**config.mk**
```make
export PLATFORM = sky130hd
export DESIGN_NAME = imem_boot_loader
export DESIGN_NICKNAME = d
export VERILOG_FILES = /design/src/rtl/imem_boot_loader.sv
export SDC_FILE = /design/constraint.sdc
export NUM_CORES = 1
export LEC_CHECK = 0
export CAP_MARGIN = 20
export CORE_MARGIN = 2
export CORE_UTILIZATION = 35
export CTS_CLUSTER_SIZE = 25
export DETAILED_ROUTE_END_ITERATION = 6
export PLACE_DENSITY_LB_ADDON = 0.12
export SYNTH_ARGS = -nofsm -noshare
export SYNTH_HDL_FRONTEND = slang
export SYNTH_SLANG_ARGS = --single-unit
```
**constraint.sdc**
```tcl
create_clock -name clk -period 3.1 [get_ports clk]
set_input_delay 0.465 -clock clk [delete_from_list [all_inputs] [get_ports clk]]
set_output_delay 0.465 -clock clk [all_outputs]
set_load 0.05 [all_outputs]
```
**src/rtl/imem_boot_loader.sv**
```systemverilog
// Boot loader: streams program bytes into instruction memory (MSB first), then
// releases the CPU from reset and watches its PC for completion or timeout.
module imem_boot_loader #(
  parameter int unsigned ROM_DEPTH = 256,
  parameter int unsigned TIMEOUT   = 4096
) (
  input  logic        clk,
  input  logic        rst,
  input  logic        start,
  input  logic [7:0]  word_count,
  input  logic        byte_valid,
  input  logic [7:0]  byte_data,
  output logic        byte_ready,
  output logic        wr_en,
  output logic [7:0]  wr_addr,
  output logic [31:0] wr_data,
  output logic        cpu_rstn,
  input  logic [31:0] pc_addr,
  input  logic [31:0] done_addr,
  output logic        busy,
  output logic        done,
  output logic        err
);

  // Largest word count the 8-bit address can reach without exceeding the ROM.
  localparam int unsigned MAX_WORDS = (ROM_DEPTH > 255) ? 255 : ROM_DEPTH;
  localparam logic [15:0] RUN_LAST  = 16'(TIMEOUT - 1);

  typedef enum logic [2:0] {IDLE, LOAD, WRITE, RUN, HALT} state_t;

  state_t      state;
  state_t      next_state;
  logic [7:0]  word_cnt;
  logic [7:0]  word_addr;
  logic [1:0]  byte_idx;
  logic [31:0] asm_word;
  logic [15:0] run_cnt;
  logic        xfer;
  logic        pc_match;
  logic        last_word;

  assign pc_match  = (pc_addr == done_addr);
  assign last_word = (8'(word_addr + 8'd1) == word_cnt);

  // State register
  always_ff @(posedge clk or posedge rst) begin
    if (rst) state <= IDLE;
    else     state <= next_state;
  end

  // Next-state logic; match takes priority over timeout in RUN
  always_comb begin
    next_state = state;
    xfer       = 1'b0;
    case (state)
      IDLE:  if (start) next_state = (word_count != 8'd0) ? LOAD : RUN;
      LOAD: begin
        if (byte_valid) begin
          xfer = 1'b1;
          if (byte_idx == 2'd3) next_state = WRITE;
        end
      end
      WRITE: next_state = last_word ? RUN : LOAD;
      RUN: begin
        if (pc_match)                 next_state = HALT;
        else if (run_cnt == RUN_LAST) next_state = HALT;
      end
      HALT:    next_state = HALT;
      default: next_state = IDLE;
    endcase
  end

  // Datapath and registered outputs, all decoded from the upcoming state
  always_ff @(posedge clk or posedge rst) begin
    if (rst) begin
      byte_ready <= 1'b0;
      wr_en      <= 1'b0;
      wr_addr    <= 8'd0;
      wr_data    <= 32'd0;
      cpu_rstn   <= 1'b0;
      busy       <= 1'b0;
      done       <= 1'b0;
      err        <= 1'b0;
      word_cnt   <= 8'd0;
      word_addr  <= 8'd0;
      byte_idx   <= 2'd0;
      asm_word   <= 32'd0;
      run_cnt    <= 16'd0;
    end else begin
      byte_ready <= (next_state == LOAD);
      wr_en      <= (next_state == WRITE);
      cpu_rstn   <= (next_state == RUN);
      busy       <= (next_state == LOAD) || (next_state == WRITE) || (next_state == RUN);
      case (state)
        IDLE: begin
          if (start) begin
            word_cnt  <= (32'(word_count) > MAX_WORDS) ? 8'(MAX_WORDS) : word_count;
            word_addr <= 8'd0;
            byte_idx  <= 2'd0;
            asm_word  <= 32'd0;
            run_cnt   <= 16'd0;
          end
        end
        LOAD: begin
          if (xfer) begin
            asm_word <= {asm_word[23:0], byte_data};
            byte_idx <= 2'(byte_idx + 2'd1);
            if (byte_idx == 2'd3) begin
              wr_data <= {asm_word[23:0], byte_data};
              wr_addr <= word_addr;
            end
          end
        end
        WRITE: word_addr <= 8'(word_addr + 8'd1);
        RUN: begin
          run_cnt <= 16'(run_cnt + 16'd1);
          if (next_state == HALT) begin
            done <= pc_match;
            err  <= ~pc_match;
          end
        end
        default: ;
      endcase
    end
  end

endmodule

```
==> results of run 1 <==
[logic make-up after synthesis]
| group | Yosys count |
|---|---|
| adders and majority gates | 3 |
| AOI/OAI and AO/OA | 75 |
| DFF | 107 |
| xor gates and xnor gates | 42 |
| muxes | 41 |
| buffers and inverters | 26 |
| and+or+nand+nor | 181 |
[sequential cells by signal (all words and copies together) (netlist names)]
name,flops
wr_en,1
wr_data,32
word_cnt,8
word_addr,8
err,1
state,3
asm_word,24
byte_ready,1
busy,1
wr_addr,8
run_cnt,16
done,1
cpu_rstn,1
byte_idx,2
[cell usage after synthesis, drive strengths merged, types with 4 or more instances]
cell type	number	area, µm²
o21ai	53	265
xor2	36	315
clkbuf	9	33.8
nor4	13	81.3
nand4	12	75.1
mux2	40	450
nand3	15	75.1
dfrtp	107	2680
buf	14	86.3
o211ai	4	35.0
nor3b	4	30.0
and3	4	26.3
nand2	102	383
nor2	13	48.8
a21oi	4	20.0
xnor2	5	43.8
[worst max-delay path by stage]
stage,from,end,slack [ps],cells after the start
after floorplan,word_addr[0]$_DFFE_PP0P_,byte_ready$_DFF_PP0_,1340,7
after global placement,done_addr[20],busy$_DFF_PP0_,740,6
after detailed placement,done_addr[20],busy$_DFF_PP0_,680,6
after CTS,done_addr[20],busy$_DFF_PP0_,1050,6
after global routing,done_addr[20],busy$_DFF_PP0_,850,6
final,run_cnt[0]$_DFFE_PP0P_,busy$_DFF_PP0_,1070,5
[final cells by class]
cell class,count,area [µm²]
fillers,1338,7090
inverters,3,15.0
well taps,180,225
repair buffers,134,1350
clock inverters,6,88.8
clock buffers,10,229
multi-input cells,342,2200
flip-flops and latches,107,2680
[per-layer routing]
layer  track usage (%)  vias to the layer above  routed length (µm)
met3              3.92                       13                 776
met1              20.7                     1815                5000
met2              26.2                      132                5510
li1                  -                     1896                   -
met5                 0                        -                   0
met4              6.46                        0                 208
[tightest hold or removal path, cell delays in order, from the launching register on]
cell and delay (ps):
dfrtp_1 340, nand2_1 50, o21ai_0 60
[metrics by stage]
step                      utilization (%)  worst slack [ps]  instance area, µm²  std cells  hold slack, ps
after global routing                 48.9               852                6790        782             505
after detailed placement             46.6               676                6470        766             468
final                                48.9              1070                6790        782             480
after global placement               46.6               738                6470        766             460
after floorplan                         -              1340                4980        475             444
after CTS                            48.9              1050                6790        782             485
[report_power, final]
| group | switching (mW) | total, mW | internal [mW] |
|---|---|---|---|
| sequential | 0.319 | 2.16 | 1.84 |
| combinational | 1.45 | 2.34 | 0.890 |
| clock | 0.517 | 1.23 | 0.711 |
| total | 2.29 | 5.73 | 3.44 |
==> out/summary.txt, run 1 <==
Cell Area, Synth = 0.00498 mm²
Max_cap viols = 0
Skew-Pair Late Insertion Delay = 350 ps
Minimum clock period = 2030 ps
Slew @ Worst Pin = 707 ps
First DRT Iteration DRCs = 212
Std-Cell Core Area = 0.0139 mm²
Total GRT Usage = 16.1%
Postcts setup bufs = 0
Crit-path max cell delay = 640 ps
DIE AREA = 0.0152 mm²
Number of synthesized flops with an enable pin = 0
YS warnings = 0
Worst r2r path cells = 5
Cell Rows = 43
Crit-path leading delay family = simple AND/OR/NAND/NOR gates
Total number of vias = 3856
Largest family of logic cells by synthesized area = simple AND/OR/NAND/NOR gates
Setup CP Type = flip-flop to flip-flop
Peak VDD IR = 0.320 mV
Commonest cells after routing, fill and taps aside = clkdlybuf4s50_1 (129), dfrtp_1 (107), nand2_1 (102), o21ai_0 (53), mux2_2 (40)
Hold Path Sink = asm_word[19]$_DFFE_PP0P_
Drt drc = 0
Worst path cell trace = ha_1, nand4_1, or4_1, o211ai_1, nand4_1
Post-Synth Adder-Cell Area = 0.754%
Synth Area in Simple Gates = 17.2%
Synth-to-Final Area Change = 36.4%
Main flop type after synthesis = dfrtp_1
DP HPWL = 8230 µm
Root buffer cell = clkbuf_16
Share of post-route cells with drive strength above 1 = 11.8%
# H-tree levels = 3
CTS Buffer Depth = 2
Syn nets = 562
Clk sink count = 107
Drt pass-1 iters = 4
RR Endpoint = busy$_DFF_PP0_
Slowest stage cell on the critical path = or4_1
Max Fanout on Critical Path = 5
R2R Path Start = run_cnt[0]$_DFFE_PP0P_
Starting density of the core = 35.9%
Skew final = 8.03 ps
Worst Hold Depth = 2
Antenna violations before repair = 0
Slew headroom = 52.8%
Antenna Cells = 0
Setup_tns = 0 ps
Leakage power = 2.94 nW
CP endpoint kind = flip-flop
Status = finished, final reports clean
Critical Path Start Type = flip-flop
WL/cell = 14.7 µm
Multiplexer share of the synthesized area = 9.25%
Synthesized flop and latch total = 107
Cell mode on critical path = nand4_1
Detail-routed via count per cell = 4.93
Gr ovfl total = 0
Nets = 684
Hold-fix buffers at CTS = 0
Die width = 123 µm
Port bufs = 129
Final wirelength = 11500 µm
Unrepaired setup endpoints after global routing = no
CTS tree = yes
PnR Total Power = 5.73 mW
Post-synthesis cell count = 475
Fmax = 0.492 GHz
Worst min path class = flip-flop to flip-flop
First-pass GRT wire length = 19200 µm
Slew Viols, Final = 0
Critical Path RT = 3300 ps
Largest net degree at the start of global routing = 108
Die H = 123 µm
Distinct cell type count after synthesis = 50
Bufs and invs on worst path = 0
Gpl congestion = 0.811
Vias in the first global route = 3922
Final setup viols = 0
CTS Buf Count = 9
Syn Area/Cell = 10.5 µm²
Fin crit share = 65.6%
Most common cell after layout, fill and taps aside = clkdlybuf4s50_1
XOR/XNOR Fraction of Synth Area = 7.67%
Reg2reg setup slack = 1070 ps
Power Density = 844 mW/mm²
Register area share after synthesis = 53.8%
Ys async rst share = 100%
Worst endpoint data arrival time = 2240 ps
CTS clk-pin slew, worst paths = 70 ps
Final Hold Vio Count = 0
Worst hold start = asm_word[19]$_DFFE_PP0P_
Complex-gate fraction of the synthesized area = 8.70%
# IOs = 130
Post-CTS sizing = 0
Detail Route Antenna Nets = 0
(Power assumes the default switching activity.)
==> inputs of run 2 (changes only) <==
Clock period 3.1 ns to 1.9 ns, I/O delays scaled along.
==> run 2 against run 1 <==
  * Sequential share of layout area fell by 0.85 points
  * Core utilization rose by 1.1 points
  * Hold slack got worse by 26 ps
  * Largest power group unchanged
  * Sequential cell count did not move
  * Die area did not move
==> out/summary.txt, run 2 (synthesis gave the netlist of run 1 again) <==
Status = finished, final reports clean
Final setup viols = 0
Skew final = 7.12 ps
Fin crit share = 96.1%
Reg2reg setup slack = 130 ps
First DRT Iteration DRCs = 238
Gr ovfl total = 0
Crit path to = wr_data[17]
Postcts setup bufs = 0
Share of post-route cells with drive strength above 1 = 16.5%
Met1 usage = 20.9%
Gpl congestion = 0.800
Commonest cells after routing, fill and taps aside = clkdlybuf4s50_1 (126), dfrtp_1 (106), nand2_1 (102), o21ai_0 (53), mux2_2 (40)
# H-tree levels = 3
Reg with most FFs = wr_data
Starting density of the core = 35.9%
Synth-to-Final Area Change = 39.4%
Slew Viols, Final = 0
Global routing met2 resource utilization = 26.9%
Std-Cell Core Area = 0.0139 mm²
Die H = 123 µm
Critical Path RT = 1620 ps
Crit-path max cell delay = 810 ps
Unrepaired setup endpoints after global routing = no
Antenna violations before repair = 1
DP Area = 0.00666 mm²
Peak VDD IR = 0.517 mV
Worst path cell trace = clkdlybuf4s50_1
Worst path depth = 1
CTS tree = yes
Most common cell after layout, fill and taps aside = clkdlybuf4s50_1
Slew headroom = 53.7%
Power Density = 1330 mW/mm²
CTS Buf Count = 9
Cell Rows = 43
Busiest layer in global routing = met2
Worst Setup Slack, final = 75.0 ps
Drt drc = 0
Bufs and invs on worst path = 1
CP endpoint kind = output pin
Antenna Cells = 0
Largest net degree at the start of global routing = 108
Post-route cell area = 0.00694 mm²
Largest registers = wr_data (32), asm_word (24), run_cnt (16)
# IOs = 130
Fmax = 0.548 GHz
Port bufs = 129
Placed Cells = 790
Clk sink count = 107
DP HPWL = 8320 µm
RR Endpoint = busy$_DFF_PP0_
Worst min path class = primary input to asynchronous set/reset pin
Worst r2r path cells = 6
WL/cell = 14.4 µm
Leakage power = 3.04 nW
Post-Layout Cell Count = 805
Detail Route Antenna Nets = 0
Slowest stage cell on the critical path = clkdlybuf4s50_1
Setup_tns = 0 ps
Slew @ Worst Pin = 691 ps
PnR Total Power = 9.22 mW
CTS Buffer Depth = 2
Final wirelength = 11600 µm
Total GRT Usage = 16.5%
R2R Path Start = run_cnt[12]$_DFFE_PP0P_
Minimum clock period = 1820 ps
Total number of vias = 3923
Skew-Pair Late Insertion Delay = 350 ps
Final Hold Vio Count = 0
First-pass GRT wire length = 19500 µm
Vias in the first global route = 4098
Nets = 708
DP Worst Slack = -315 ps
DIE AREA = 0.0152 mm²
Root buffer cell = clkbuf_16
CTS clk-pin slew, worst paths = 70 ps
Max_cap viols = 0
Die width = 123 µm
Detail-routed via count per cell = 4.87
Max Fanout on Critical Path = 2
Met3 Resource Use GR = 3.83%
Drt pass-1 iters = 4
Critical Path Start Type = flip-flop
Setup CP Type = flip-flop to output pin
CP Launch Point = wr_data[17]$_DFFE_PP0P_
Worst endpoint data arrival time = 1540 ps
Max FFs per register = 32
Crit-path leading delay family = buffers and inverters
-- run 2: cell types whose count changed in the layout (fill, tap and decap cells not counted), moves of 2 or more --
cell             change
bufinv_16            -2
nor4_1               -3
clkdlybuf4s50_1      -3
buf_4               +26
nor4_2               +3
-- run 2: worst min-delay path by stage --
| stage | slack [ps] | end | cells past startpoint |
|---|---|---|---|
| 6_report | 450 | wr_data[26]$_DFFE_PP0P_ | 3 |
| 5_1_grt | 490 | asm_word[19]$_DFFE_PP0P_ | 2 |
| 4_1_cts | 480 | asm_word[20]$_DFFE_PP0P_ | 2 |
| 3_5_place_dp | 470 | asm_word[20]$_DFFE_PP0P_ | 2 |
| 3_3_place_gp | 460 | asm_word[19]$_DFFE_PP0P_ | 2 |
| 2_1_floorplan | 390 | word_cnt[0]$_DFFE_PP0P_ | 2 |
-- run 2: power breakdown --
| group | switching, mW | internal (mW) |
|---|---|---|
| sequential | 0.493 | 3.00 |
| clock | 0.815 | 0.878 |
| combinational | 2.43 | 1.60 |
| total | 3.74 | 5.48 |
-- run 2: timing repair --
| item | 4_1_cts | 5_1_grt |
|---|---|---|
| hold buffers | 0 | 0 |
| hold endpoints to repair | 0 | 0 |
| setup endpoints to repair | 0 | 7 |
| gates resized for setup | 0 | 6 |
-- run 2: area by class of cell --
cell class                      instances  area, µm²
Clock buffer                           10        229
Clock inverter                          5       31.3
Fill cell                            1312       6940
Inverter                                3       15.0
Multi-Input combinational cell        342       2220
Sequential cell                       107       2680
Tap cell                              180        225
Timing Repair Buffer                  158       1540
-- run 2: layer usage --
| layer | routed length, µm | vias to the layer above |
|---|---|---|
| met3 | 727 | 10 |
| li1 | - | 1947 |
| met2 | 5550 | 109 |
| met1 | 5100 | 1857 |
| met5 | 0 | - |
| met4 | 184 | 0 |
-- run 2: metrics by stage --
stage	util [%]	hold WS [ps]
2_1_floorplan	-	390
3_3_place_gp	48.0	458
3_5_place_dp	48.0	465
4_1_cts	49.8	481
5_1_grt	50.0	489
6_report	50.0	454
